**config.mk**
```make
export PLATFORM = sky130hd
export DESIGN_NAME = serializer_scheduler
export DESIGN_NICKNAME = d
export VERILOG_FILES = /design/src/rtl/serializer_scheduler.sv
export SDC_FILE = /design/constraint.sdc
export NUM_CORES = 1
export LEC_CHECK = 0
export CAP_MARGIN = 30
export CORE_ASPECT_RATIO = 1.1
export CORE_MARGIN = 3
export CORE_UTILIZATION = 45
export DETAILED_ROUTE_END_ITERATION = 10
export HOLD_SLACK_MARGIN = 0.08
export PLACE_DENSITY = 0.77
export SLEW_MARGIN = 10
export SYNTH_ARGS = -nofsm -noshare
export SYNTH_HDL_FRONTEND = slang
export SYNTH_SLANG_ARGS = --single-unit
```
**constraint.sdc**
```tcl
create_clock -name clk -period 2.56 [get_ports clk]
set_input_delay 0.384 -clock clk [delete_from_list [all_inputs] [get_ports clk]]
set_output_delay 0.384 -clock clk [all_outputs]
set_load 0.02 [all_outputs]
```
**src/rtl/serializer_scheduler.sv**
```systemverilog
// Round-robin scheduler sharing one WIDTH-bit serializer between NUM_REQ requesters.
// Issues registered one-cycle load pulses and blocks new loads until the word plus GAP has drained.
module serializer_scheduler #(
   parameter int unsigned WIDTH   = 10,
   parameter int unsigned NUM_REQ = 3,
   parameter int unsigned GAP     = 0,
   parameter int unsigned CNT_W   = 16
) (
   input  logic                       clk,
   input  logic                       reset,
   input  logic [NUM_REQ-1:0]         req_valid,
   input  logic [NUM_REQ*WIDTH-1:0]   req_data,
   output logic [NUM_REQ-1:0]         req_ready,
   output logic                       ser_load,
   output logic [WIDTH-1:0]           ser_data,
   output logic [$clog2(NUM_REQ)-1:0] grant_id,
   output logic                       busy,
   output logic [CNT_W-1:0]           words_sent
);

   localparam int unsigned ID_W      = $clog2(NUM_REQ);
   localparam int unsigned SHIFT_CYC = WIDTH - 1 + GAP;
   localparam int unsigned SC_W      = (SHIFT_CYC > 1) ? $clog2(SHIFT_CYC) : 1;
   localparam logic [SC_W-1:0] CNT_LAST = SC_W'(SHIFT_CYC - 1);

   typedef enum logic [1:0] {IDLE, LOAD, SHIFT} state_e;

   state_e            state_q, state_d;
   logic [SC_W-1:0]   cnt_q, cnt_d;
   logic [ID_W-1:0]   ptr_q, ptr_d;
   logic [ID_W-1:0]   winner;
   logic              found;
   logic              window;
   logic              accept;
   logic [WIDTH-1:0]  data_sel;
   int unsigned       arb_idx;

   logic              ser_load_q;
   logic [WIDTH-1:0]  ser_data_q;
   logic [ID_W-1:0]   grant_q;
   logic              busy_q;
   logic [CNT_W-1:0]  words_q;

   // Search upward from ptr with wrap; first valid requester wins.
   always_comb begin
      winner  = '0;
      found   = 1'b0;
      arb_idx = '0;
      for (int unsigned k = 0; k < NUM_REQ; k++) begin
         arb_idx = (32'(ptr_q) + k) % NUM_REQ;
         if (!found && req_valid[ID_W'(arb_idx)]) begin
            found  = 1'b1;
            winner = ID_W'(arb_idx);
         end
      end
      if (32'(winner) == NUM_REQ - 1) ptr_d = '0;
      else                            ptr_d = winner + 1'b1;
   end

   always_comb begin
      data_sel = '0;
      for (int unsigned k = 0; k < NUM_REQ; k++) begin
         if (32'(winner) == k) data_sel = req_data[k*WIDTH +: WIDTH];
      end
   end

   assign window = (state_q == IDLE) || ((state_q == SHIFT) && (cnt_q == CNT_LAST));
   assign accept = window && found && !reset;

   always_ff @(posedge clk) begin
      if (reset) begin
         state_q <= IDLE;
         cnt_q   <= '0;
      end else begin
         state_q <= state_d;
         cnt_q   <= cnt_d;
      end
   end

   always_comb begin
      state_d = state_q;
      cnt_d   = cnt_q;
      case (state_q)
         IDLE:  if (accept) state_d = LOAD;
         LOAD: begin
            state_d = SHIFT;
            cnt_d   = '0;
         end
         SHIFT: begin
            if (cnt_q == CNT_LAST) state_d = accept ? LOAD : IDLE;
            else                   cnt_d   = cnt_q + 1'b1;
         end
         default: state_d = IDLE;
      endcase
   end

   always_comb begin
      req_ready = '0;
      if (accept) req_ready[winner] = 1'b1;
   end

   always_ff @(posedge clk) begin
      if (reset) begin
         ser_load_q <= 1'b0;
         ser_data_q <= '0;
         grant_q    <= '0;
         busy_q     <= 1'b0;
         words_q    <= '0;
         ptr_q      <= '0;
      end else begin
         ser_load_q <= accept;
         busy_q     <= (state_d != IDLE);
         if (accept) begin
            ser_data_q <= data_sel;
            grant_q    <= winner;
            words_q    <= words_q + 1'b1;
            ptr_q      <= ptr_d;
         end
      end
   end

   assign ser_load   = ser_load_q;
   assign ser_data   = ser_data_q;
   assign grant_id   = grant_q;
   assign busy       = busy_q;
   assign words_sent = words_q;

endmodule

```
* After elaboration in Yosys (flattened, before gate mapping)
Index checks and enable logic that the tools add are counted.
** Word-level totals
- Register bits after elaboration :: 38
- Input port bits :: 35
- Output and inout bits :: 33
- Word-level logic and storage cells :: 67
** Cells by class
- Add/subtract/negate cells :: 5
- Div/mod/pow operators :: 3
- $lt $le $gt $ge :: 5
- Eq/ne operators :: 6
- Mux-type cells :: 25
- Reductions and logical operators :: 15
** Operators by type and width (number)
- modulo 32 x 2 -> 32 bit (second input constant) :: 2
- modulo 2 x 2 -> 32 bit (second input constant) :: 1
- two-way mux 10 bit :: 3
- adder 16 x 1 -> 16 bit (second input constant) :: 1
- < comparator 2 x 3 -> 1 bit (second input constant) :: 4
- two-way mux 2 bit :: 6
- two-way mux 1 bit :: 8
- case mux 4 bit (2 select lines) :: 1
- binary-select mux 1 bit (select 2 bit) :: 3
- logical AND 1 bit :: 6
- case mux 2 bit (3 select lines) :: 1
- adder 4 x 1 -> 4 bit (second input constant) :: 1
- == test 2 x 1 -> 1 bit (second input constant) :: 2
- == test 2 bit (second input constant) :: 2
- == test 4 bit (second input constant) :: 1
- logical NOT 2 bit :: 2
- two-way mux 4 bit :: 1
- nonzero test 2 bit :: 2
- adder 2 x 1 -> 3 bit (second input constant) :: 1
- adder 2 x 2 -> 3 bit (second input constant) :: 1
- logical NOT 1 bit :: 3
- two-way mux 3 bit :: 1
- adder 2 x 1 -> 2 bit (second input constant) :: 1
- demux 1 bit (select 2 bit) :: 1
- other kinds (4) :: 4

* Depth between registers and ports, before layout
Gate-level depths: netlist of run 1.
- Depth in word-level cells :: 16
- Mapped depth :: 9
- Gate-level depth less buffers :: 8

* Worst setup path after synthesis of run 1
OpenSTA, ideal clock, no wires.
- Kind :: register -> output
- From :: reg ptr_q[0]
- To :: out req_ready[0]
- Arrival time :: 2.059 ns
- Data required time :: 2.176 ns
- Setup slack :: 0.117 ns
- Stages on the path, launching flop included :: 9
- Path buffers :: 1
- Path through :: dfxtp_1 > inv_1 > ha_1 > nor4bb_1 > a31oi_1 > or3_1 > o311ai_2 > buf_6 > and3_1
** On the way
- Cells in the longest elaborated chain, start to end :: 15
- Elaborated cells between the ends (all ways) :: 29
- Classes of those cells :: add/sub: 2; div: 3; order compare: 2; mux: 15; reduce/logical: 7
** Ends and longest elaborated chain
- from (decl) :: RTL line 30 : logic [ID_W-1:0] ptr_q, ptr_d;
- from (signal assigned) :: RTL line 117 : ptr_q <= ptr_d;
- branches (longest 14 deep; another with modulo 32 x 2 -> 32 bit)
- two-way mux 3 bit * :: RTL line 99 : if (accept) req_ready[winner] = 1'b1;
- to (decl) :: RTL line 13 : output logic [NUM_REQ-1:0] req_ready,
Every way passes the cells marked *. The select of a mux whose other input is x is not followed.

* Worst setup path in the final report of run 1
- From :: reg ptr_q[0]
- To :: out req_ready[1]
The elaborated chain is that of the path after synthesis.

==> results of run 1 <==
worst min-delay path: stages, from the launching register on:
cell and delay (ns):
dfxtp_1 0.32, nand2_1 0.05, nand2_1 0.04
layer usage:
metal  up-vias  part of all wire
li1        977                 -
met1       889              0.40
met2        65              0.51
met3         4             0.087
met4         0            0.0072
met5         -                 0
area by class of cell:
type	count	area share
timing repair buffer	91	0.2755
sequential	38	0.2505
inverter	20	0.02460
multi-input combinational	163	0.3813
clock buffer	6	0.02706
clock inverter	2	0.01968
tap	52	0.02132
power groups by stage:
| stage | sequential (mW) | combinational (mW) | clock [mW] |
|---|---|---|---|
| 6_report | 0.864 | 1.69 | 0.629 |
| 3_3_place_gp | 0.863 | 1.58 | 0 |
| 4_1_cts | 0.864 | 1.66 | 0.638 |
| 2_1_floorplan | 1.01 | 0.766 | 0 |
| 5_1_grt | 0.886 | 1.82 | 0.658 |
| 3_5_place_dp | 0.869 | 1.60 | 0 |
synthesized netlist by cell type (all sizes together) (6+ instances only):
cell	number	area (sq um)
mux2i	14	140.1
inv	20	75.07
nor2	26	97.59
dfxtp	38	760.7
nand2	29	108.9
nor3	6	30.03
ha	7	87.58
nand2b	6	37.54
xnor2	12	105.1
o221ai	10	87.58
nand4	6	37.54
a21oi	6	30.03
repair_timing:
| item | in CTS | in global routing |
|---|---|---|
| buffers inserted | 1 | 1 |
| endpoints found under the hold margin | 0 | 0 |
| endpoints found under the setup margin | 3 | 11 |
| gates resized for setup | 22 | 4 |
| pin swaps | 3 | 2 |
cell families (layout without fill, tap and decap cells):
logic type | count (synthesis) | count (layout) | synth area share
xor gates and xnor gates | 14 | 14 | 0.06171
DFF | 38 | 38 | 0.3829
buffers and inverters | 28 | 119 | 0.05856
adders and majority gates | 7 | 7 | 0.04408
muxes | 14 | 14 | 0.07053
and+or+nand+nor | 90 | 90 | 0.2242
AOI/OAI and AO/OA | 38 | 38 | 0.1581
through the flow:
stage	setup TNS (ns)	instances	utilization
2_1_floorplan	0	229	-
3_3_place_gp	-1.334	362	0.6919
3_5_place_dp	-2.213	362	0.6919
4_1_cts	0	371	0.7372
5_1_grt	-0.1386	372	0.7418
6_report	0	372	0.7418
final timing paths:
kind / end / start / slack, ns
max: req_ready[1] / ptr_q[0] / 0.002
min: grant_id[1] / grant_id[1] / 0.45
max reg2reg: words_sent[9] / ptr_q[0] / 0.27
min reg2reg: grant_id[1] / grant_id[1] / 0.45
state kept, by name, summed over array words and instances (netlist names):
signal,count
ser_load,1
cnt_q,4
state_q,2
ser_data,10
busy,1
grant_id,2
ptr_q,2
words_sent,16
placed cells by master (no fill, tap or decap), types with 2 or more instances in the layout:
| master | n |
|---|---|
| a21o_1 | 2 |
| a21oi_1 | 6 |
| a31oi_1 | 2 |
| and3_1 | 3 |
| buf_4 | 26 |
| bufinv_16 | 2 |
| clkbuf_8 | 6 |
| clkdlybuf4s50_1 | 64 |
| dfxtp_1 | 37 |
| ha_1 | 3 |
| ha_4 | 3 |
| inv_1 | 19 |
| mux2i_1 | 13 |
| nand2_1 | 29 |
| nand2b_1 | 6 |
| nand3b_1 | 3 |
| nand4_1 | 6 |
| nor2_1 | 25 |
| nor3_1 | 6 |
| nor4_1 | 2 |
| o211ai_1 | 2 |
| o21ai_0 | 2 |
| o221ai_1 | 10 |
| o311ai_2 | 2 |
| o31a_1 | 2 |
| or3_1 | 3 |
| xnor2_1 | 12 |
| xor2_1 | 2 |
==> results.toml, run 1 <==
[yosys]
synthArstFlopShare = 0
synth_edf_count = 0
yosys_most_used_dff = "dfxtp_1"
syn_inst = 229
synth.ff_latch_count = 38
synth_nets = 271
ys_seq_area_frac = 0.3829
netlist_area_sq_mm = 0.001987
ys_types = 43
avgSynthCellArea_sq_um = 8.676
yosys_warnings = 0

[final_layout]
multi_input_area_sq_mm = 0.001164
area_delta_synth_final_pct = 53.59
antenna_cells = 0
fillers = 315
nets = 361
finalInstanceArea_sq_mm = 0.003052
regArea_sq_um = 764.5
drive_gt1_frac = 0.1625

[global_route]
met1_usage = 0.2023
grtUsageTotal = 0.1967
top_usage_layer = "met2"
antenna_found_initial = 0
grt_max_degree = 25
met2_usage = 0.3824
grt_pass1_vias = 1837
grt_pass1_wl_mm = 8.266
grt_overflow = 0
grtUsageMet3 = 0.08047

[outcome]
status = "finished, final reports clean"

[detailed_routing]
route.detailed.drc = 0
first_pass_iters = 4
antenna_left = 0
num_vias = 1935
wl_per_cell_um = 13.50
drtIter0Drc = 96
drt-vias-per-instance = 5.202
routed_wl_mm = 5.023

[sta]
fmax_mhz = 390.9
fin_crit_sh = 0.9993
fin_skew_ns = 0.007226
slew_violations = 0
hold_viol = 0
rsz0062_at_grt = "yes"
setup_viol_count_final = 0
slew_headroom = 0.6113
whs_ns = 0.4531
setup_slack_ns = 0.001756
max_slew.worst_pin.slew_ns = 0.5795
period_minus_slack_ns = 2.558

[cts]
cts_max_level = 2
cts_buffers = 5
clkTransAtPathRegs_ns = 0.08
clock_path_buffers = 2
cts_hold_buffers = 0
cts_tree = "built"
cts_sinks = 38
clk_latency_ns = 0.29
cts-root-buf = "clkbuf_8"

[worst_setup_path]
cp.arrival_ns = 2.17
crit_path_top_delay_cell = "dfxtp_1"
cp-end-kind = "primary output"
cp_top_family = "buffers and inverters"
path_cells = "buf_4, ha_4, mux2i_2, o21ai_2, o22ai_1, o311ai_2, buf_4, nor2_1, buf_2"
startpoint_type = "flop"
crit_type = "reg -> out"
crit_cells = 9
crit_path_frequent_cell = "buf_4"
reg2reg_depth = 9
critPathMaxFanout = 5
critical_path_buf_inv_count = 3
worstPathRequired_ns = 2.18
cpPeakStageDelay_ns = 0.33

[placement]
hpwl_mm = 3.833
io_buffers = 67
post-place-ws_ns = -0.3583
gp_congestion = 0.8474
placedInstanceArea_sq_mm = 0.002846

[power]
ir_drop_mv = 0.7048
pwr-share-comb = 0.530
intPower_mw = 1.996
p_sw_frac = 0.3724
p_total_mw = 3.180
seq_power_share = 0.272
p_leak_nw = 1.239
power_density_mw_per_mm2 = 1042
p_sw_mw = 1.184
p_clk_frac = 0.198

[floorplan]
dieArea_sq_mm = 0.005249
rows = 24
core-area_sq_mm = 0.004114
start_util = 0.4830
io_pins = 68
die_h_um = 75.69
fp.dieW_um = 69.36

[worst_hold_path]
hold_path.class = "reg -> reg"
min_path_cells = 2

[job]
drv_cap = 0
Power figures use the tool's default switching activity.
==> run 2: changes to the inputs <==
Settings changed: CORE_UTILIZATION 45 to 41, PLACE_DENSITY 0.77 to 0.74.
Clock period 2.56 ns to 2.23 ns, I/O delays scaled along.
==> run 2 against run 1 <==
Effect of this change: via count grew 0.62%; the run now ends with negative setup slack left; wire length down 0.58%; critical path type is now in -> out; critical path depth decreased by 2; flip-flop and latch count did not move; register-to-register slack lost 0.24 ns; non-clock buffer count rose by 10; critical endpoint is now req_ready[0]; total power is 25% higher.
==> results.toml, run 2 (synthesis gave the netlist of run 1 again) <==
[cts]
cts_tree = "built"
cts_hold_buffers = 0
cts-root-buf = "clkbuf_8"
clkTransAtPathRegs_ns = 0.08
cts_sinks = 38
clock_path_buffers = 2
clk_latency_ns = 0.29
cts_max_level = 2
cts_buffers = 5

[final_layout]
area_delta_synth_final_pct = 64.80
multi_input_area_sq_mm = 0.001279
nets = 371
drive_gt1_frac = 0.2242
layout_common_cells = "clkdlybuf4s50_1, dfxtp_1, buf_4"
fin_cells = 384
finalInstanceArea_sq_mm = 0.003274
antenna_cells = 0
fillers = 340
regArea_sq_um = 765.7
layout_commonest_cell = "clkdlybuf4s50_1"
largest_register_ffs = 16

[worst_setup_path]
path_cells = "clkdlybuf4s50_1, nand2_1, a21oi_1, a211oi_2, o31a_1, and3_4, buf_6"
ff2ff_setup_slack_ns = 0.03
crit_type = "in -> out"
crit_path_top_delay_cell = "clkdlybuf4s50_1"
startpoint_type = "primary input"
critical_path_buf_inv_count = 2
worstPathRequired_ns = 1.90
critPathMaxFanout = 5
cpPeakStageDelay_ns = 0.61
cp.arrival_ns = 2.09
cp-end-kind = "primary output"
cp_top_family = "buffers and inverters"

[global_route]
grt_max_degree = 25
grt_pass1_vias = 1931
grtUsageTotal = 0.1804
antenna_found_initial = 0
grt_pass1_wl_mm = 8.245
grt_overflow = 0

[sta]
max_slew.worst_pin.slew_ns = 0.3715
whs_ns = 0.4612
hold_viol = 0
fin_skew_ns = 0.008232
setup_slack_ns = -0.1951
fmax_mhz = 412.3
fin_crit_sh = 1.088
slew_headroom = 0.7500
slew_violations = 0
setup_viol_count_final = 3
period_minus_slack_ns = 2.425
rsz0062_at_grt = "yes"

[power]
power_density_mw_per_mm2 = 1216
p_leak_nw = 1.340
ir_drop_mv = 0.7434
p_total_mw = 3.981

[outcome]
status = "finished with violations"
failed_checks = "negative setup slack"

[detailed_routing]
num_vias = 1947
drt-vias-per-instance = 5.070
drtIter0Drc = 77
wl_per_cell_um = 13.01
antenna_left = 0
first_pass_iters = 4
route.detailed.drc = 0
routed_wl_mm = 4.994

[floorplan]
start_util = 0.4442
fp.dieW_um = 72.38
rows = 25
dieArea_sq_mm = 0.005718
core-area_sq_mm = 0.004473
die_h_um = 79.01
io_pins = 68

[placement]
placedInstanceArea_sq_mm = 0.002932
dp.cells = 370
post-place-ws_ns = -0.6345
io_buffers = 67
gp_congestion = 0.8231
hpwl_mm = 3.743

[worst_hold_path]
hold_path.class = "reg -> reg"

[job]
drv_cap = 0
## run 2: area by class of cell
type                            count  share of cell area
Clock buffer                        5             0.02102
Multi-Input combinational cell    163              0.3905
Tap cell                           54             0.02063
Inverter                           20             0.02369
Clock inverter                      3             0.02102
Sequential cell                    38              0.2339
Timing Repair Buffer              101              0.2893
## run 2: layer usage
layer / track usage / vias to the layer above / part of all wire / wire, um
li1: - / 997 / - / -
met1: 0.1962 / 874 / 0.43 / 2129
met2: 0.3133 / 64 / 0.47 / 2369
met3: 0.07089 / 12 / 0.078 / 388
met4: 0.06642 / 0 / 0.021 / 107
met5: 0 / - / 0 / 0
## run 2: path summary, 6_finish.rpt
check / from / to / cells after the start
min reg2reg: grant_id[1] / grant_id[1] / 2
min: grant_id[1] / grant_id[1] / 2
max: req_valid[2] / req_ready[0] / 7
max reg2reg: ptr_q[0] / ser_data[9] / 9
## run 2: stage by stage
stage                     TNS [ns]    util
after floorplan           -0.03683       -
after global placement      -6.138  0.6554
after detailed placement    -7.082  0.6554
after CTS                  -0.5334  0.7080
after global routing        -1.228  0.7320
final                      -0.4821  0.7320
## run 2: tightest hold or removal path, stage by stage (launching register included)
cell     delay, ns
dfxtp_1       0.32
nand2_1       0.06
nand2_1       0.05
## run 2: report_power, final
| group | internal, mW | switching, mW | total (mW) | leakage [nW] |
|---|---|---|---|---|
| Sequential | 0.864 | 0.124 | 0.988 | 0.311 |
| Combinational | 1.19 | 1.11 | 2.30 | 0.960 |
| Clock | 0.448 | 0.248 | 0.696 | 0.0683 |
| Total | 2.50 | 1.48 | 3.98 | 1.34 |
## run 2: what timing repair did
item,in CTS,in global routing
setup endpoints to repair,17,16
pin swaps,6,9
buffers inserted,2,4
gates resized for setup,36,15
